<file path="config.mk">
export PLATFORM = sky130hd
export DESIGN_NAME = gnn_result_collector
export DESIGN_NICKNAME = d
export VERILOG_FILES = /design/src/rtl/gnn_result_collector.sv
export SDC_FILE = /design/constraint.sdc
export NUM_CORES = 1
export LEC_CHECK = 0
export ABC_AREA = 1
export CORE_UTILIZATION = 40
export DETAILED_ROUTE_END_ITERATION = 7
export REMOVE_ABC_BUFFERS = 1
export SLEW_MARGIN = 0
export SYNTH_ARGS = -nofsm -noshare
export SYNTH_HDL_FRONTEND = slang
export SYNTH_SLANG_ARGS = --single-unit
</file>
<file path="constraint.sdc">
create_clock -name clk -period 2.6 [get_ports clk]
set_input_delay 0.26 -clock clk [delete_from_list [all_inputs] [get_ports clk]]
set_output_delay 0.26 -clock clk [all_outputs]
set_load 0.05 [all_outputs]
</file>
<file path="src/rtl/gnn_result_collector.sv">
`default_nettype none
// ============================================================================
// gnn_result_collector: captures gnn_top layer-2 scores, argmax-classifies
// each node and streams one record per node. Optional: GNN_COLLECT_HIST_EN.
// Revision: 1.0
// ============================================================================
module gnn_result_collector #(
    parameter int DATA_W      = 21,
    parameter int TIMEOUT_CYC = 64,
    parameter int CNT_W       = 16
) (
    input  logic              clk,
    input  logic              rst_n,
    input  logic              in_ready,
    input  logic [DATA_W-1:0] out0_node0,
    input  logic [DATA_W-1:0] out0_node1,
    input  logic [DATA_W-1:0] out0_node2,
    input  logic [DATA_W-1:0] out0_node3,
    input  logic [DATA_W-1:0] out1_node0,
    input  logic [DATA_W-1:0] out1_node1,
    input  logic [DATA_W-1:0] out1_node2,
    input  logic [DATA_W-1:0] out1_node3,
    input  logic              out10_ready_node0,
    input  logic              out10_ready_node1,
    input  logic              out10_ready_node2,
    input  logic              out10_ready_node3,
    input  logic              out11_ready_node0,
    input  logic              out11_ready_node1,
    input  logic              out11_ready_node2,
    input  logic              out11_ready_node3,
    output logic              res_valid,
    input  logic              res_ready,
    output logic [23:0]       res_data,
    output logic              frame_done,
    output logic              err_timeout,
    output logic [CNT_W-1:0]  hist_cls0,
    output logic [CNT_W-1:0]  hist_cls1
);

    localparam int TO_W = $clog2(TIMEOUT_CYC + 1);

    typedef enum logic [0:0] {
        ST_COLLECT = 1'b0,
        ST_STREAM  = 1'b1
    } state_t;

    state_t            state_q, state_d;
    logic [DATA_W-1:0] in0 [4];
    logic [DATA_W-1:0] in1 [4];
    logic [3:0]        flag0, flag1;
    logic [DATA_W-1:0] cap0_q [4];
    logic [DATA_W-1:0] cap0_d [4];
    logic [DATA_W-1:0] cap1_q [4];
    logic [DATA_W-1:0] cap1_d [4];
    logic [3:0]        sticky0_q, sticky0_d, sticky1_q, sticky1_d;
    logic [1:0]        node_q, node_d;
    logic [TO_W-1:0]   tcnt_q, tcnt_d;
    logic              frame_done_q, frame_done_d;
    logic              err_timeout_q, err_timeout_d;
    logic [3:0]        cls;
    logic [DATA_W-1:0] score [4];
    logic              xfer;

    assign in0[0] = out0_node0;
    assign in0[1] = out0_node1;
    assign in0[2] = out0_node2;
    assign in0[3] = out0_node3;
    assign in1[0] = out1_node0;
    assign in1[1] = out1_node1;
    assign in1[2] = out1_node2;
    assign in1[3] = out1_node3;
    assign flag0  = {out10_ready_node3, out10_ready_node2, out10_ready_node1, out10_ready_node0};
    assign flag1  = {out11_ready_node3, out11_ready_node2, out11_ready_node1, out11_ready_node0};

    // Ties resolve to class 0.
    always_comb begin
        for (int i = 0; i < 4; i++) begin
            cls[i]   = $signed(cap1_q[i]) > $signed(cap0_q[i]);
            score[i] = cls[i] ? cap1_q[i] : cap0_q[i];
        end
    end

    assign res_valid   = (state_q == ST_STREAM);
    assign xfer        = res_valid && res_ready;
    assign res_data    = res_valid ? {node_q, cls[node_q], score[node_q]} : '0;
    assign frame_done  = frame_done_q;
    assign err_timeout = err_timeout_q;

    always_comb begin
        state_d       = state_q;
        cap0_d        = cap0_q;
        cap1_d        = cap1_q;
        sticky0_d     = sticky0_q;
        sticky1_d     = sticky1_q;
        node_d        = node_q;
        tcnt_d        = tcnt_q;
        frame_done_d  = 1'b0;
        err_timeout_d = 1'b0;
        case (state_q)
            ST_COLLECT: begin
                if (&{sticky1_q, sticky0_q}) begin
                    state_d = ST_STREAM;
                    node_d  = 2'd0;
                    tcnt_d  = '0;
                end else if (!in_ready) begin
                    sticky0_d = '0;
                    sticky1_d = '0;
                    tcnt_d    = '0;
                end else begin
                    for (int i = 0; i < 4; i++) begin
                        if (flag0[i] && !sticky0_q[i]) begin
                            cap0_d[i]    = in0[i];
                            sticky0_d[i] = 1'b1;
                        end
                        if (flag1[i] && !sticky1_q[i]) begin
                            cap1_d[i]    = in1[i];
                            sticky1_d[i] = 1'b1;
                        end
                    end
                    // The counter runs from the cycle after the first capture.
                    if ((|{sticky1_q, sticky0_q}) && !(&{sticky1_d, sticky0_d})) begin
                        if (tcnt_q == TO_W'(TIMEOUT_CYC - 1)) begin
                            sticky0_d     = '0;
                            sticky1_d     = '0;
                            tcnt_d        = '0;
                            err_timeout_d = 1'b1;
                        end else begin
                            tcnt_d = tcnt_q + 1'b1;
                        end
                    end
                end
            end
            ST_STREAM: begin
                if (res_ready) begin
                    if (node_q == 2'd3) begin
                        state_d      = ST_COLLECT;
                        sticky0_d    = '0;
                        sticky1_d    = '0;
                        node_d       = 2'd0;
                        frame_done_d = 1'b1;
                    end else begin
                        node_d = node_q + 2'd1;
                    end
                end
            end
            default: state_d = ST_COLLECT;
        endcase
    end

    always_ff @(posedge clk or negedge rst_n) begin
        if (!rst_n) begin
            state_q       <= ST_COLLECT;
            cap0_q        <= '{default: '0};
            cap1_q        <= '{default: '0};
            sticky0_q     <= '0;
            sticky1_q     <= '0;
            node_q        <= '0;
            tcnt_q        <= '0;
            frame_done_q  <= 1'b0;
            err_timeout_q <= 1'b0;
        end else begin
            state_q       <= state_d;
            cap0_q        <= cap0_d;
            cap1_q        <= cap1_d;
            sticky0_q     <= sticky0_d;
            sticky1_q     <= sticky1_d;
            node_q        <= node_d;
            tcnt_q        <= tcnt_d;
            frame_done_q  <= frame_done_d;
            err_timeout_q <= err_timeout_d;
        end
    end

`ifdef GNN_COLLECT_HIST_EN
    logic [CNT_W-1:0] hist0_q, hist0_d, hist1_q, hist1_d;

    always_comb begin
        hist0_d = hist0_q;
        hist1_d = hist1_q;
        if (xfer) begin
            if (cls[node_q]) begin
                if (!(&hist1_q)) hist1_d = hist1_q + 1'b1;
            end else begin
                if (!(&hist0_q)) hist0_d = hist0_q + 1'b1;
            end
        end
    end

    always_ff @(posedge clk or negedge rst_n) begin
        if (!rst_n) begin
            hist0_q <= '0;
            hist1_q <= '0;
        end else begin
            hist0_q <= hist0_d;
            hist1_q <= hist1_d;
        end
    end

    assign hist_cls0 = hist0_q;
    assign hist_cls1 = hist1_q;
`else
    assign hist_cls0 = '0;
    assign hist_cls1 = '0;
`endif

endmodule
`default_nettype wire
</file>
==> metrics, run 1 <==
run status complete, but fails checks; failing checks setup timing; drt drc 0; total power 29.3 mW; R2R depth 8; Die Width 175 um; EDFF count, synth 0; layout cells sized above 1 35.2%; Reg-to-Reg Start sticky1_q[3]; initial antenna violation count 0; IO Count 239; Starting DRT DRC Count 832; Via density 5.20; hold_sp out0_node3[1]; synthesis-stage register bit count 188; Critical Path AT 2.74 ns; clock buffer count from CTS 17; WL final 40800 um; Multi-input gate area 0.00785 mm^2; GR Layer Usage met3 3.92%; most common cell after layout, fill and taps aside nand2_1; DP Wirelength 29500 um; synth top area cells dfrtp_1, nand3_1, mux2_4; post-synth top area cell dfrtp_1; Initial DRT Pass Iterations 5; Post-synth top flop dfrtp_1; fmax 333 MHz; Ant. Diodes 0; H-tree depth 4; Post-Syn Area 0.0120 mm^2; max cap viols 0; final clock period utilization by the worst path 116%; R2R Path End cap1_q[64]; Final min period 3.00 ns; dpl cell area 0.0155 mm^2; GR Util met1 34.1%; Non-Filler Instances 2187; critical-path maximum fanout 9; sequential element share of the synthesized area 39.1%; hold path cells 3; largest net degree at the start of global routing 61; Setup WS post-layout -0.403 ns; Post-Syn Instances 1415; Power Density 1600 mW/mm^2; met2 GRT Util 43.6%; initial core utilization 40.6%; share of the synthesized area in the top cell type 39.1%; worst-margin pin slew 0.991 ns; core area 0.0296 mm^2; first-pass GRT wire length 61600 um; worst hold slack 0.376 ns; overall routing resource usage 26.3%; Worst-path clk slew 0.09 ns; CTS tree yes; die height 175 um; Setup crit start kind flip-flop; Routed Antenna Nets 0; Leakage 8.78 nW; vias in the first global route 11500; Sequential Area 0.00470 mm^2; row count 63; FILL cells 2485; drt wl/cell 18.7 um; Design Area, Final 0.0183 mm^2; CTS Sinks 188; Post-synth ARST share 100%; die area 0.0308 mm^2; YS warnings 0; syn_area_per_cell 8.50 um^2; RSZ-0062 raised after global routing yes; Placer Congestion 0.866; critical path class reg2out; R2R Setup Slk 0.44 ns; worst vdd ir 0.000817 V; synth unique cells 36; most used routing layer met2; worst path required time 2.34 ns; Place WS -0.152 ns; DP Cell Count 2096; most frequent cells in the layout nand2_1, dfrtp_1, clkdlybuf4s50_1, buf_4, nor2_1; Fin. Hold Viols 0; Worst Hold Path EP cap0_q[1]; Max Slew Vio Count 0; Hold Crit Class in2reg; worst rel slew slack 33.5%; worst skew pair latency 0.45 ns; Vias 11400; CP endpoint kind output pin; Overflow after GRT 0; Layout Skew 0.0184 ns; Final nets 2050; CTS Buffer Depth 2; Syn-to-layout area delta 51.8%; Final setup violation count 22; Port Buffers 206; Clock Root Buffer clkbuf_16
## metrics by stage
step                      TNS [ns]  utilization [%]
after floorplan              -9.26                -
final                        -8.28             61.6
after global placement       -1.13             52.3
after detailed placement     -1.38             52.3
after global routing        -10.98             61.6
after CTS                    -7.47             59.2
## layout make-up
type	instances	area share, %
Clock buffer	17	2.33
Clock inverter	15	0.801
Inverter	143	2.94
Multi-Input combinational cell	1021	43.0
Sequential cell	188	25.7
Tap cell	390	2.67
Timing Repair Buffer	413	22.5
## sequential cells by signal, indices dropped and copies added (netlist names)
name	cells
cap1_q	84
res_valid	1
tcnt_q	7
err_timeout	1
sticky0_q	4
cap0_q	84
node_q	2
sticky1_q	4
frame_done	1
## report_power, final
group | internal, mW | switching (mW) | total [mW] | leakage (nW)
registers | 4.30 | 1.11 | 5.41 | 2.17
logic | 9.98 | 11.3 | 21.3 | 6.32
clock network | 1.28 | 1.36 | 2.64 | 0.286
## kinds of logic after synthesis
| kind of cell | share of synthesized area [%] |
|---|---|
| simple gates | 26.1 |
| buf+inv | 9.97 |
| flops | 39.1 |
| compound gates | 5.78 |
| fa+ha+maj | 8.94 |
| mux | 10.1 |
| other cells | 0.0312 |
## worst max-delay path: stages, from the launching register on
cell,delay [ns]
dfrtp_1,0.42
ha_1,0.31
nand2_2,0.11
inv_2,0.05
nand2_1,0.06
nand2_1,0.06
a21oi_2,0.16
nand4_1,0.17
nand2_4,0.19
buf_4,0.19
nand3_1,0.11
nand3_2,0.10
nand3_2,0.11
nand2_4,0.11
buf_12,0.13
## cell usage after synthesis (2+ instances only)
library cell and instances:
ha_1 86, nand2_4 2, nor2_2 5, a21o_1 4
nor4_1 8, mux2_2 12, mux2_4 72, o21ai_1 2
a21oi_1 117, o21ai_0 8, buf_4 37, nor2_4 2
nand3_2 4, inv_2 2, clkbuf_1 10, inv_1 140
buf_6 18, nor3_1 8, nor3b_1 3, nor2_1 132
buf_2 29, nand3_1 229, nand4_1 17, nand3b_2 4
nand2_2 7, nand3b_4 4, nand2_1 257, dfrtp_1 188
## layer usage
| layer | vias to the layer above | wire, um |
|---|---|---|
| met5 | - | 0 |
| met4 | 0 | 1530 |
| met3 | 88 | 2780 |
| met2 | 455 | 19500 |
| met1 | 5452 | 17000 |
| li1 | 5378 | - |
## worst max-delay path by stage
stage                    to        from  slack, ns
4_1_cts        res_data[14]  cap1_q[60]      -0.37
3_3_place_gp    res_data[5]  cap0_q[41]      -0.16
2_1_floorplan   res_data[0]   node_q[0]      -0.42
5_1_grt        res_data[12]  cap1_q[57]      -0.53
3_5_place_dp    res_data[5]  cap0_q[41]      -0.15
6_report       res_data[17]  cap1_q[57]      -0.40
## timing repair
| item | CTS | global route |
|---|---|---|
| resized for setup | 213 | 118 |
| hold buffers | 1 | 0 |
| buffers inserted | 38 | 17 |
| pin swaps | 111 | 79 |
| setup endpoints to repair | 22 | 22 |
| endpoints found under the hold margin | 53 | 0 |
| cloned | 2 | 1 |
Note: power is estimated with default switching activity, not from simulation.
==> inputs of run 2 (changes only) <==
CAP_MARGIN = 40   (was not set)
==> results of run 2 <==
No change in the layout: final DEF, timing and power equal those of run 1.
==> patch (settings of run 1) <==
Register the output `err_timeout` once more, with the module's reset; this adds one clock of latency there. The other outputs are not delayed to match.
--- a/src/rtl/gnn_result_collector.sv
+++ b/src/rtl/gnn_result_collector.sv
@@ -86,3 +86,9 @@
     assign frame_done  = frame_done_q;
-    assign err_timeout = err_timeout_q;
+    always_ff @(posedge clk or negedge rst_n) begin
+        if (!rst_n) begin
+            err_timeout <= '0;
+        end else begin
+            err_timeout <= err_timeout_q;
+        end
+    end
 
Function: same outputs for any inputs over 4 cycles, from zero or initial values and one cycle with rst_n low; that may be too few to reach the edited logic, so the function may still have changed.
==> patch against run 1 <==
The run still ends with negative setup slack left; area after synthesis fell by 3.4%; worst hold slack got worse by 9.9 ps; power fell by 1.5%; non-clock buffer count is 36 higher; setup slack worse by 130 ps; sequential cell count up 1; routed wire length shrank 4.4%; register-to-register slack lost 40 ps; design area is 2.9% lower; fmax shrank 4.3%; first-iteration DRC count fell by 11%; critical path type unchanged; clock power fell by 3%; count of clock-buffer cells in the layout stayed put.
==> patch: results <==
[outcome]
status = "complete, but fails checks"
failed_checks = "negative setup slack"

[worst_setup_path]
r2r-end = "cap0_q[42]"
cp_max_fo = 8
cp.arrival_ps = 2880
regToRegSetupSlack_ps = 400
timing.rr.start = "sticky1_q[1]"
setup.worst_path.start = "cap1_q[41]"

[synthesis]
synth_cell_type_count = 42
synthTopCellsByCount = "nand2_1 (328), dfrtp_1 (189), inv_1 (155)"
postSynthAreaPerCell_um2 = 8.072
yosysSeqAreaShare = 0.4069

[min_path]
hold_class = "register to register"
min_path_cells = 0
min_to = "err_timeout"

[grt]
use_met2 = 0.4372
grt.met3_usage = 0.04349
grt_pass1_wl_um = 58650
grt_max_degree = 58
grt_usage = 0.2626

[drt]
dr.pass1.iters = 8
drt_iter0_drc = 742
wl_um = 39050
vias = 11330

[place]
dpl.hpwl_um = 28520
placed_area_um2 = 15630
place.gp.congestion = 0.8754

[finish]
fill_cells = 2445
final_nets = 2122
layout-drive-gt1-share = 0.3228
final_core_util = 0.6198
largest_registers = "cap0_q x84, cap1_q x84, tcnt_q x7"

[pwr]
switchingPower_w = 0.01355
p_leak_nw = 8.489
peakVddDrop_mv = 0.9070

[sta]
tns_ps = -10440
whs_ps = 366.1
finalSetupViolCount = 22
finClkSkew_ps = 15.05
tightest_slew_ps = 784.9
setup_ws_ps = -538.4
[patch: cell type report]
cell class | count | share of cell area
Sequential cell | 189 | 0.2666
Clock inverter | 14 | 0.007193
Clock buffer | 17 | 0.02398
Tap cell | 384 | 0.02708
Timing Repair Buffer | 449 | 0.2453
Multi-Input combinational cell | 1040 | 0.3961
Inverter | 159 | 0.03378
[patch: logic make-up after synthesis]
family                   count (synthesis)  share of synthesized area
AO/OA/AOI/OAI                          196                    0.08676
flip-flops                             189                     0.4069
adder cells (fa/ha/maj)                 86                    0.09257
multiplexers                            74                    0.07169
AND/OR/NAND/NOR                        650                     0.2405
other                                    1                  0.0003226
buffers and inverters                  243                     0.1005
XOR/XNOR                                 1                  0.0007536
[patch: how the worst max path moves through the flow]
stage | endpoint | slack [ps]
after global routing | res_data[4] | -670
after global placement | res_data[15] | -130
after floorplan | res_data[0] | -390
after detailed placement | res_data[16] | -200
after CTS | res_data[3] | -510
final | res_data[4] | -540
[patch: per-stage QoR]
step | setup slack [ps] | total power, W
2_1_floorplan | -391.0 | 0.01351
3_3_place_gp | -132.2 | 0.02124
3_5_place_dp | -200.4 | 0.02146
4_1_cts | -506.8 | 0.02689
5_1_grt | -673.7 | 0.03079
6_report | -538.4 | 0.02887
[patch: power groups by stage]
stage | Combinational [W] | Sequential, W | Clock, W
6_report | 0.0212 | 0.00514 | 0.00255
5_1_grt | 0.0228 | 0.00530 | 0.00270
4_1_cts | 0.0192 | 0.00507 | 0.00260
3_5_place_dp | 0.0164 | 0.00508 | 0
3_3_place_gp | 0.0162 | 0.00503 | 0
2_1_floorplan | 0.00845 | 0.00506 | 0
[patch: repair_timing]
item                                   in CTS  in global routing
gates resized for setup                   159                116
buffers inserted                           14                 11
setup endpoints to repair                  22                 22
pin swaps                                  57                 52
cloned                                      3                  4
hold buffers                                1                  0
endpoints found under the hold margin      50                  0
[patch: routing by layer]
layer	part of all wire	vias to the layer above	routed length [um]
met5	0	-	0
met4	0.028	0	1098
met3	0.053	52	2058
met2	0.48	360	18790
met1	0.44	5432	17110
li1	-	5484	-
